File: src/rtl/spi_master_mc.sv
// ---------------------------------------------------------------------------
// spi_master_mc
//
// Multi-chip-select SPI master running on the system clock. Every transfer
// carries its own SPI mode (cpol/cpha), half-period divider and target slave.
// The chip select may be kept asserted after a word so that several words
// form one frame; a held select is dropped by cs_release or by the next start.
//
// Ports
//   clk         system clock, all logic on the rising edge
//   rst         asynchronous active-high reset
//   start       transfer request, only looked at while idle
//   tx_data     word to send, captured with start
//   cs_sel      index of the target slave, captured with start
//   cpol, cpha  SPI mode, captured with start
//   clk_div     sclk half-period is clk_div+1 clk cycles, captured with start
//   cs_hold     keep the chip select asserted after this transfer
//   cs_release  drop a held chip select while idle
//   busy        transfer in progress
//   done        one-cycle pulse, rx_data is valid
//   rx_data     last received word, stable until the next done
//   sclk        registered SPI clock
//   mosi        registered SPI data out
//   miso        SPI data in
//   cs_n        registered one-hot active-low chip selects
// ---------------------------------------------------------------------------
module spi_master_mc #(
    parameter int DATA_WIDTH = 8,
    parameter int NUM_CS     = 4,
    parameter int DIV_WIDTH  = 8,
    parameter int MSB_FIRST  = 1,
    localparam int CS_W      = (NUM_CS > 1) ? $clog2(NUM_CS) : 1
) (
    input  logic                  clk,
    input  logic                  rst,
    input  logic                  start,
    input  logic [DATA_WIDTH-1:0] tx_data,
    input  logic [CS_W-1:0]       cs_sel,
    input  logic                  cpol,
    input  logic                  cpha,
    input  logic [DIV_WIDTH-1:0]  clk_div,
    input  logic                  cs_hold,
    input  logic                  cs_release,
    output logic                  busy,
    output logic                  done,
    output logic [DATA_WIDTH-1:0] rx_data,
    output logic                  sclk,
    output logic                  mosi,
    input  logic                  miso,
    output logic [NUM_CS-1:0]     cs_n
);

    localparam int CNT_W = $clog2(2 * DATA_WIDTH + 1);
    localparam logic [CNT_W-1:0] LAST_EDGE = CNT_W'(2 * DATA_WIDTH);

    localparam logic [1:0] ST_IDLE  = 2'd0;
    localparam logic [1:0] ST_LEAD  = 2'd1;
    localparam logic [1:0] ST_XFER  = 2'd2;
    localparam logic [1:0] ST_TRAIL = 2'd3;

    logic [1:0]            state;
    logic [DIV_WIDTH-1:0]  div_cnt;
    logic [DIV_WIDTH-1:0]  div_l;
    logic [CNT_W-1:0]      edge_cnt;
    logic                  cpol_l;
    logic                  cpha_l;
    logic                  hold_l;
    logic [DATA_WIDTH-1:0] tx_shift;
    logic [DATA_WIDTH-1:0] rx_shift;
    logic [NUM_CS-1:0]     cs_decode;
    logic                  tick;
    logic                  leading;
    logic                  last_trailing;

    // Bit that leaves the shifter next, honouring the shift direction.
    function automatic logic out_bit(input logic [DATA_WIDTH-1:0] d);
        return (MSB_FIRST != 0) ? d[DATA_WIDTH-1] : d[0];
    endfunction

    // Advance the transmit shifter by one bit.
    function automatic logic [DATA_WIDTH-1:0] shift_tx(input logic [DATA_WIDTH-1:0] d);
        if (MSB_FIRST != 0)
            return {d[DATA_WIDTH-2:0], 1'b0};
        else
            return {1'b0, d[DATA_WIDTH-1:1]};
    endfunction

    // Insert a sampled bit so that after DATA_WIDTH samples the word is in order.
    function automatic logic [DATA_WIDTH-1:0] shift_rx(input logic [DATA_WIDTH-1:0] d,
                                                       input logic b);
        if (MSB_FIRST != 0)
            return {d[DATA_WIDTH-2:0], b};
        else
            return {b, d[DATA_WIDTH-1:1]};
    endfunction

    // One-hot active-low decode of the requested slave; an index with no
    // matching line leaves every select high while the transfer still runs.
    always_comb begin
        cs_decode = '1;
        for (int i = 0; i < NUM_CS; i++) begin
            if (cs_sel == CS_W'(i))
                cs_decode[i] = 1'b0;
        end
    end

    // tick marks the end of each H-cycle half period. edge_cnt holds the
    // number of sclk edges already produced, so an even count means the next
    // edge moves sclk away from cpol (a leading edge).
    assign tick          = (div_cnt == div_l);
    assign leading       = ~edge_cnt[0];
    assign last_trailing = (edge_cnt == LAST_EDGE - CNT_W'(1));

    // Transfer sequencer. LEAD waits one half period, XFER emits the 2W sclk
    // edges and then lets the final half period elapse, TRAIL waits one more
    // half period before reporting done. Drive happens on the edge where the
    // edge type matches cpha (leading for cpha=1, trailing for cpha=0);
    // sampling happens on the other edge type. For cpha=0 the first bit is
    // put on mosi at acceptance, so the shifter is pre-advanced by one bit.
    always_ff @(posedge clk or posedge rst) begin
        if (rst) begin
            state    <= ST_IDLE;
            div_cnt  <= '0;
            div_l    <= '0;
            edge_cnt <= '0;
            cpol_l   <= 1'b0;
            cpha_l   <= 1'b0;
            hold_l   <= 1'b0;
            tx_shift <= '0;
            rx_shift <= '0;
            busy     <= 1'b0;
            done     <= 1'b0;
            rx_data  <= '0;
            sclk     <= 1'b0;
            mosi     <= 1'b0;
            cs_n     <= '1;
        end else begin
            done <= 1'b0;
            case (state)
                ST_IDLE: begin
                    sclk <= cpol;
                    if (start) begin
                        state    <= ST_LEAD;
                        busy     <= 1'b1;
                        div_cnt  <= '0;
                        edge_cnt <= '0;
                        div_l    <= clk_div;
                        cpol_l   <= cpol;
                        cpha_l   <= cpha;
                        hold_l   <= cs_hold;
                        rx_shift <= '0;
                        cs_n     <= cs_decode;
                        if (!cpha) begin
                            mosi     <= out_bit(tx_data);
                            tx_shift <= shift_tx(tx_data);
                        end else begin
                            mosi     <= 1'b0;
                            tx_shift <= tx_data;
                        end
                    end else if (cs_release) begin
                        cs_n <= '1;
                    end
                end

                ST_LEAD, ST_XFER: begin
                    if (!tick) begin
                        div_cnt <= div_cnt + DIV_WIDTH'(1);
                    end else begin
                        div_cnt <= '0;
                        if (edge_cnt == LAST_EDGE) begin
                            state <= ST_TRAIL;
                        end else begin
                            state    <= ST_XFER;
                            edge_cnt <= edge_cnt + CNT_W'(1);
                            sclk     <= leading ? ~cpol_l : cpol_l;
                            if (leading == cpha_l) begin
                                if (!last_trailing) begin
                                    mosi     <= out_bit(tx_shift);
                                    tx_shift <= shift_tx(tx_shift);
                                end
                            end else begin
                                rx_shift <= shift_rx(rx_shift, miso);
                            end
                        end
                    end
                end

                ST_TRAIL: begin
                    if (!tick) begin
                        div_cnt <= div_cnt + DIV_WIDTH'(1);
                    end else begin
                        div_cnt <= '0;
                        state   <= ST_IDLE;
                        busy    <= 1'b0;
                        done    <= 1'b1;
                        rx_data <= rx_shift;
                        mosi    <= 1'b0;
                        if (!hold_l)
                            cs_n <= '1;
                    end
                end

                default: begin
                    state <= ST_IDLE;
                end
            endcase
        end
    end

endmodule
File: config.mk
export PLATFORM = sky130hd
export DESIGN_NAME = spi_master_mc
export DESIGN_NICKNAME = d
export VERILOG_FILES = /design/src/rtl/spi_master_mc.sv
export SDC_FILE = /design/constraint.sdc
export NUM_CORES = 1
export LEC_CHECK = 0
export CELL_PAD_IN_SITES_DETAIL_PLACEMENT = 0
export CELL_PAD_IN_SITES_GLOBAL_PLACEMENT = 1
export CORE_UTILIZATION = 48
export CTS_BUF_LIST = sky130_fd_sc_hd__clkbuf_8
export DETAILED_ROUTE_END_ITERATION = 7
export GPL_ROUTABILITY_DRIVEN = 0
export GPL_TIMING_DRIVEN = 0
export PLACE_DENSITY = 0.95
export SYNTH_ARGS = -nofsm -noshare
export SYNTH_HDL_FRONTEND = slang
export SYNTH_SLANG_ARGS = --single-unit
File: constraint.sdc
create_clock -name clk -period 4.7 [get_ports clk]
set_input_delay 0.705 -clock clk [delete_from_list [all_inputs] [get_ports clk]]
set_output_delay 0.705 -clock clk [all_outputs]
set_load 0.01 [all_outputs]
* Word level (Yosys, flattened, before mapping)
Cells that the tools add are included.
** Storage, ports and cells
- Word-level logic and storage cells :: 102
- Bits in registers :: 58
** Operators by class
- Equal/unequal tests :: 19
- Muxes and demuxes :: 48
- Reduce and logical (&&, ||, !) cells :: 16
- $add $sub $neg :: 2
- Bitwise operators :: 2
** Operator list (number)
- $mux W8 :: 11
- $pmux W8 S2 :: 3
- $mux W1 :: 18
- $mux W4 :: 4
- $ne A2 B2 Y1 const B :: 8
- $mux W5 :: 3
- $reduce_and A6 Y1 :: 2
- $pmux W5 S2 :: 1
- $reduce_and A3 Y1 :: 3
- $add A8 B1 Y8 const B :: 1
- $eq A2 B2 Y1 const B :: 4
- $eq A8 B8 Y1 :: 1
- $pmux W4 S2 :: 1
- $reduce_and A4 Y1 :: 2
- $mux W2 :: 3
- $pmux W2 S3 :: 1
- $add A5 B1 Y5 const B :: 1
- $eq A5 B4 Y1 const B :: 1
- $eq A5 B5 Y1 const B :: 1
- $reduce_and A5 Y1 :: 1
- $eq A2 B1 Y1 const B :: 2
- $logic_not A2 Y1 :: 2
- $pmux W1 S2 :: 2
- $reduce_and A2 Y1 :: 2
- 7 further kinds :: 9

* Depth between registers and ports, before layout
- Depth after elaboration :: 6
- Mapped depth :: 9

* Least setup slack after synthesis
No wires, ideal clock.
- Path type :: reg2reg
- From :: register edge_cnt[0]
- To :: register tx_shift[2]
- Arrival :: 1.812 ns
- Data required time :: 4.562 ns
- Setup time :: 0.138 ns
- Slack :: 2.750 ns
- Path buffers :: 0
- Stages on the path, launching flop included :: 8
- Period minus slack after synthesis :: 1.950 ns
- Path through :: dfrtp_1 -> ha_1 -> and3_1 -> ha_1 -> nor3_1 -> nand3_2 -> nor2_2 -> a221oi_1
** On the way
- Cells in the longest elaborated chain, start to end :: 4
- Elaborated cells between the ends (all ways) :: 8
- Those cells by class :: eq/ne: 6; bitwise: 1; reduce/logical: 1
** RTL lines
- start, declared :: RTL line 64 : logic [CNT_W-1:0] edge_cnt;
- start signal, assigned :: RTL line 174 : edge_cnt <= edge_cnt + CNT_W'(1);
- branches (longest 3 deep; another with $eq A5 B4 Y1)
- $reduce_and A6 Y1 (no source line) (*)
- end signal, assigned :: RTL line 155 : tx_shift <= shift_tx(tx_data);
- end signal, assigned :: RTL line 158 : tx_shift <= tx_data;
- end signal, assigned :: RTL line 179 : tx_shift <= shift_tx(tx_shift);
- end, declared :: RTL line 68 : logic [DATA_WIDTH-1:0] tx_shift;
Mark *: on every way between the ends.
A chain may end at the register's enable or synchronous reset.

* Worst setup path in the final report
- From :: register edge_cnt[0]
- To :: register rx_shift[7]
** On the way
- Cells in the longest elaborated chain, start to end :: 4
- Elaborated cells between the ends (all ways) :: 6
- Those cells by class :: eq/ne: 4; bitwise: 1; reduce/logical: 1
** RTL lines
- branches (longest 3 deep; another with $eq A5 B5 Y1)
- $reduce_and A5 Y1 (no source line) (*)
- end signal, assigned :: RTL line 182 : rx_shift <= shift_rx(rx_shift, miso);
- end, declared :: RTL line 69 : logic [DATA_WIDTH-1:0] rx_shift;
Marked as above.

==> summary.md <==
| Metric | Value |
|---|---|
| Setup ws final | 2.14 ns |
| WP data arrival | 2.77 ns |
| Synth unique cells | 52 |
| H-Tree Depth | 3 |
| Mapped Area | 2970 um2 |
| Routed Antenna Nets | 0 |
| Cts bufs inserted | 9 |
| Fill cell count | 512 |
| Final std cells w/o fill | 402 |
| FF-to-FF End | rx_shift[7]$_DFFE_PP0P_ |
| Register share of total power | 0.545 |
| Highest metal used | met4 |
| Fin crit share | 0.544 |
| LEAKAGE | 1.73 nW |
| Iteration-0 DRC Markers | 134 |
| Post-detail-place hpwl | 4.26 mm |
| Peak Freq | 391 MHz |
| Hold buffers post-CTS | 0 |
| Most frequent CP cell | buf_2 |
| Max-slew violations | 0 |
| #FFs+latches synth | 58 |
| Clk root buf | clkbuf_8 |
| Core area | 5960 um2 |
| Postcts setup bufs | 0 |
| Cells after DPL | 386 |
| Comb pwr share | 0.047 |
| MaxCap Viol Count | 0 |
| Max stage delay on crit path | 0.65 ns |
| Die span in y | 80.7 um |
| Commonest non-fill, non-tap cell in the layout | dfrtp_1 |
| Seq/Total Area, Yosys | 0.490 |
| Most frequent cells in the layout | dfrtp_1, clkdlybuf4s50_1, nand2_1 |
| Routed vias | 2264 |
| Final WL | 6.21 mm |
| # diodes | 0 |
| Post_cts resized | 0 |
| Max clock buf depth | 2 |
| CP Launch Type | flip-flop |
| FFs w/ async S/R, synth | 1.00 |
| Initial antenna violation count | 0 |
| Post-Syn Instances | 270 |
| Worst-Skew Late Latency | 0.34 ns |
| RSZ-0062 raised after global routing | no |
| TritonCTS clock tree | yes |
| Max-slew headroom | 0.520 |
| Top cell type's share of synthesized area | 0.454 |
| CP Capture Type | flip-flop |
| Final setup violating endpoints | 0 |
| Layout net count | 355 |
| Std cell rows | 28 |
| GRT Resource Usage Total | 0.218 |
| Pin slew with the least headroom to its limit | 0.710 ns |
| Met1 wire length | 2.95 mm |
| Peak supply drop | 0.000156 V |
| WL/cell | 15.4 um |
| CP Buf/Inv Count | 3 |
| Pwr Density | 252 nW/um2 |
| Vias per cell | 5.63 |
| R2R cell count | 9 |
| Place WS | 2.15 ns |
| Clock transition at path regs | 0.06 ns |
| Pin count of the biggest net entering global routing | 44 |
| Synthesis-to-layout area growth | 22.5% |
| Clk_skew | 0.00891 ns |
| Tmin final | 2.56 ns |
| Die ar. | 6510 um2 |
| Met3 routed WL | 244 um |
| IO Count | 42 |
| Setup TNS | 0 ns |
| Worst r2r src | edge_cnt[0]$_DFFE_PP0P_ |
| Status | completed |
| Worst setup path startpoint | edge_cnt[0]$_DFFE_PP0P_ |
| DRT Pass-1 Iters | 4 |
| Syn_nets | 303 |
| Synth area leaders | dfrtp_1, mux2_2, mux2_4, dfstp_2, nand2_1 |
| CP max-delay cell | nor4bb_1 |
| Vias in the first global route | 2195 |
| Setup CP Type | flip-flop to flip-flop |
| Internal | 0.000707 W |
| Hold/Removal Path Class | flip-flop to flip-flop |
| Ys Warns | 0 |
| Net Sw Frac | 0.231 |
| DRC viols | 0 |
| Final Hold Vio Count | 0 |
| Crit path capture | rx_shift[7]$_DFFE_PP0P_ |
| Clock sink count | 58 |
| Avg Inst Size Synth | 11.0 um2 |
| Critical Path RT | 4.91 ns |
| Clock power share | 0.408 |
| Crit path depth | 9 |
| Largest fanout on the critical path | 10 |
| Port Buf Inserts | 40 |
| Crit-path cells | inv_1 > ha_1 > nor4bb_1 > nor2_1 > and4_1 > buf_2 > buf_2 > nand2_1 > o21ai_0 |
| Leading area contributor after synthesis | dfrtp_1 |
| Share of cells above drive strength 1 | 0.180 |
| Flop2flop setup slack | 2.14 ns |
| Top_reg_cell synth | dfrtp_1 |
| Cell family with most CP delay | simple AND/OR/NAND/NOR gates |
| Global-route wire length before repair | 10.5 mm |
| Starting Density | 0.499 |
| Total gr overflow | 0 |
| Met2 routed WL | 2.87 mm |
| Net Switching | 0.000212 W |
| Die width | 80.7 um |
| Number of enable flip-flop cells after synthesis | 0 |
==> how the worst min path moves through the flow <==
stage	start	cells after the start	endpoint
final	busy$_DFFE_PP0P_	1	busy$_DFFE_PP0P_
after global routing	busy$_DFFE_PP0P_	1	busy$_DFFE_PP0P_
after CTS	busy$_DFFE_PP0P_	1	busy$_DFFE_PP0P_
after detailed placement	busy$_DFFE_PP0P_	1	busy$_DFFE_PP0P_
after global placement	busy$_DFFE_PP0P_	1	busy$_DFFE_PP0P_
after floorplan	hold_l$_DFFE_PP0P_	1	hold_l$_DFFE_PP0P_
==> synth_stat cells, types with 2 or more instances <==
cell	instances
mux2_2	19
o21ai_1	2
xor2_1	9
xnor2_1	3
ha_1	7
and3_1	5
o21ai_0	12
o22ai_1	10
dfrtp_1	54
a211oi_1	3
buf_2	4
nor2_1	14
clkbuf_1	6
nand4_1	2
a221oi_1	6
dfstp_2	4
o22a_1	2
nand3_1	7
nor4_4	2
nand3b_1	3
nand2_1	26
a22o_1	3
nand2b_1	4
mux2i_1	3
inv_1	11
and2_1	2
a21oi_1	11
a31oi_1	4
mux2_4	9
==> per-layer routing <==
layer	up-vias	track usage
met1	1110	0.297
met5	-	0
met3	12	0.0466
li1	1092	-
met2	50	0.324
met4	0	0.116
==> cells by family (layout without fill, tap and decap cells) <==
kind of cell | after synthesis | in the layout | synth area share
xor gates and xnor gates | 12 | 12 | 0.0353
AOI/OAI and AO/OA | 63 | 63 | 0.143
DFF | 58 | 58 | 0.490
and+or+nand+nor | 76 | 76 | 0.142
adders and majority gates | 7 | 7 | 0.0294
buffers and inverters | 23 | 80 | 0.0332
muxes | 31 | 31 | 0.127
==> sequential cells by signal (all words and copies together) (netlist names) <==
register / cells
cpha_l: 1
rx_data: 8
tx_shift: 8
state: 2
rx_shift: 8
cs_n: 4
done: 1
div_cnt: 8
cpol_l: 1
sclk: 1
div_l: 8
hold_l: 1
edge_cnt: 5
mosi: 1
busy: 1
==> power by group through the flow <==
stage,combinational (W),clock (W),sequential (W)
CTS,0.0000442,0.000382,0.000501
global route,0.0000478,0.000402,0.000501
floorplan,0.0000158,0,0.000510
detailed placement,0.0000441,0,0.000510
global placement,0.0000413,0,0.000510
finish,0.0000432,0.000375,0.000501
==> area by class of cell <==
cell class / instances / area [um2] / share of cell area
tap: 75 / 93.8 / 0.0258
buffer: 12 / 57.6 / 0.0158
clock inverter: 7 / 31.3 / 0.00859
clock buffer: 9 / 124 / 0.0340
timing repair buffer: 41 / 420 / 0.115
sequential: 58 / 1460 / 0.400
inverter: 11 / 41.3 / 0.0113
multi-input combinational: 189 / 1420 / 0.389
==> metrics by stage <==
stage	power, W	instance area [um2]	util	hold WS (ns)
2_1_floorplan	0.000526	2970	-	0.470
3_3_place_gp	0.000551	3470	0.582	0.464
3_5_place_dp	0.000554	3490	0.586	0.466
4_1_cts	0.000927	3640	0.612	0.481
5_1_grt	0.000950	3640	0.612	0.491
6_report	0.000919	3640	0.612	0.477
==> worst reg2reg max path, stage by stage, from the launching register on <==
cell,delay (ns)
dfrtp_1,0.47
inv_1,0.14
ha_1,0.19
nor4bb_1,0.65
nor2_1,0.19
and4_1,0.28
buf_2,0.16
buf_2,0.18
nand2_1,0.08
o21ai_0,0.08
Power figures use the tool's default switching activity.
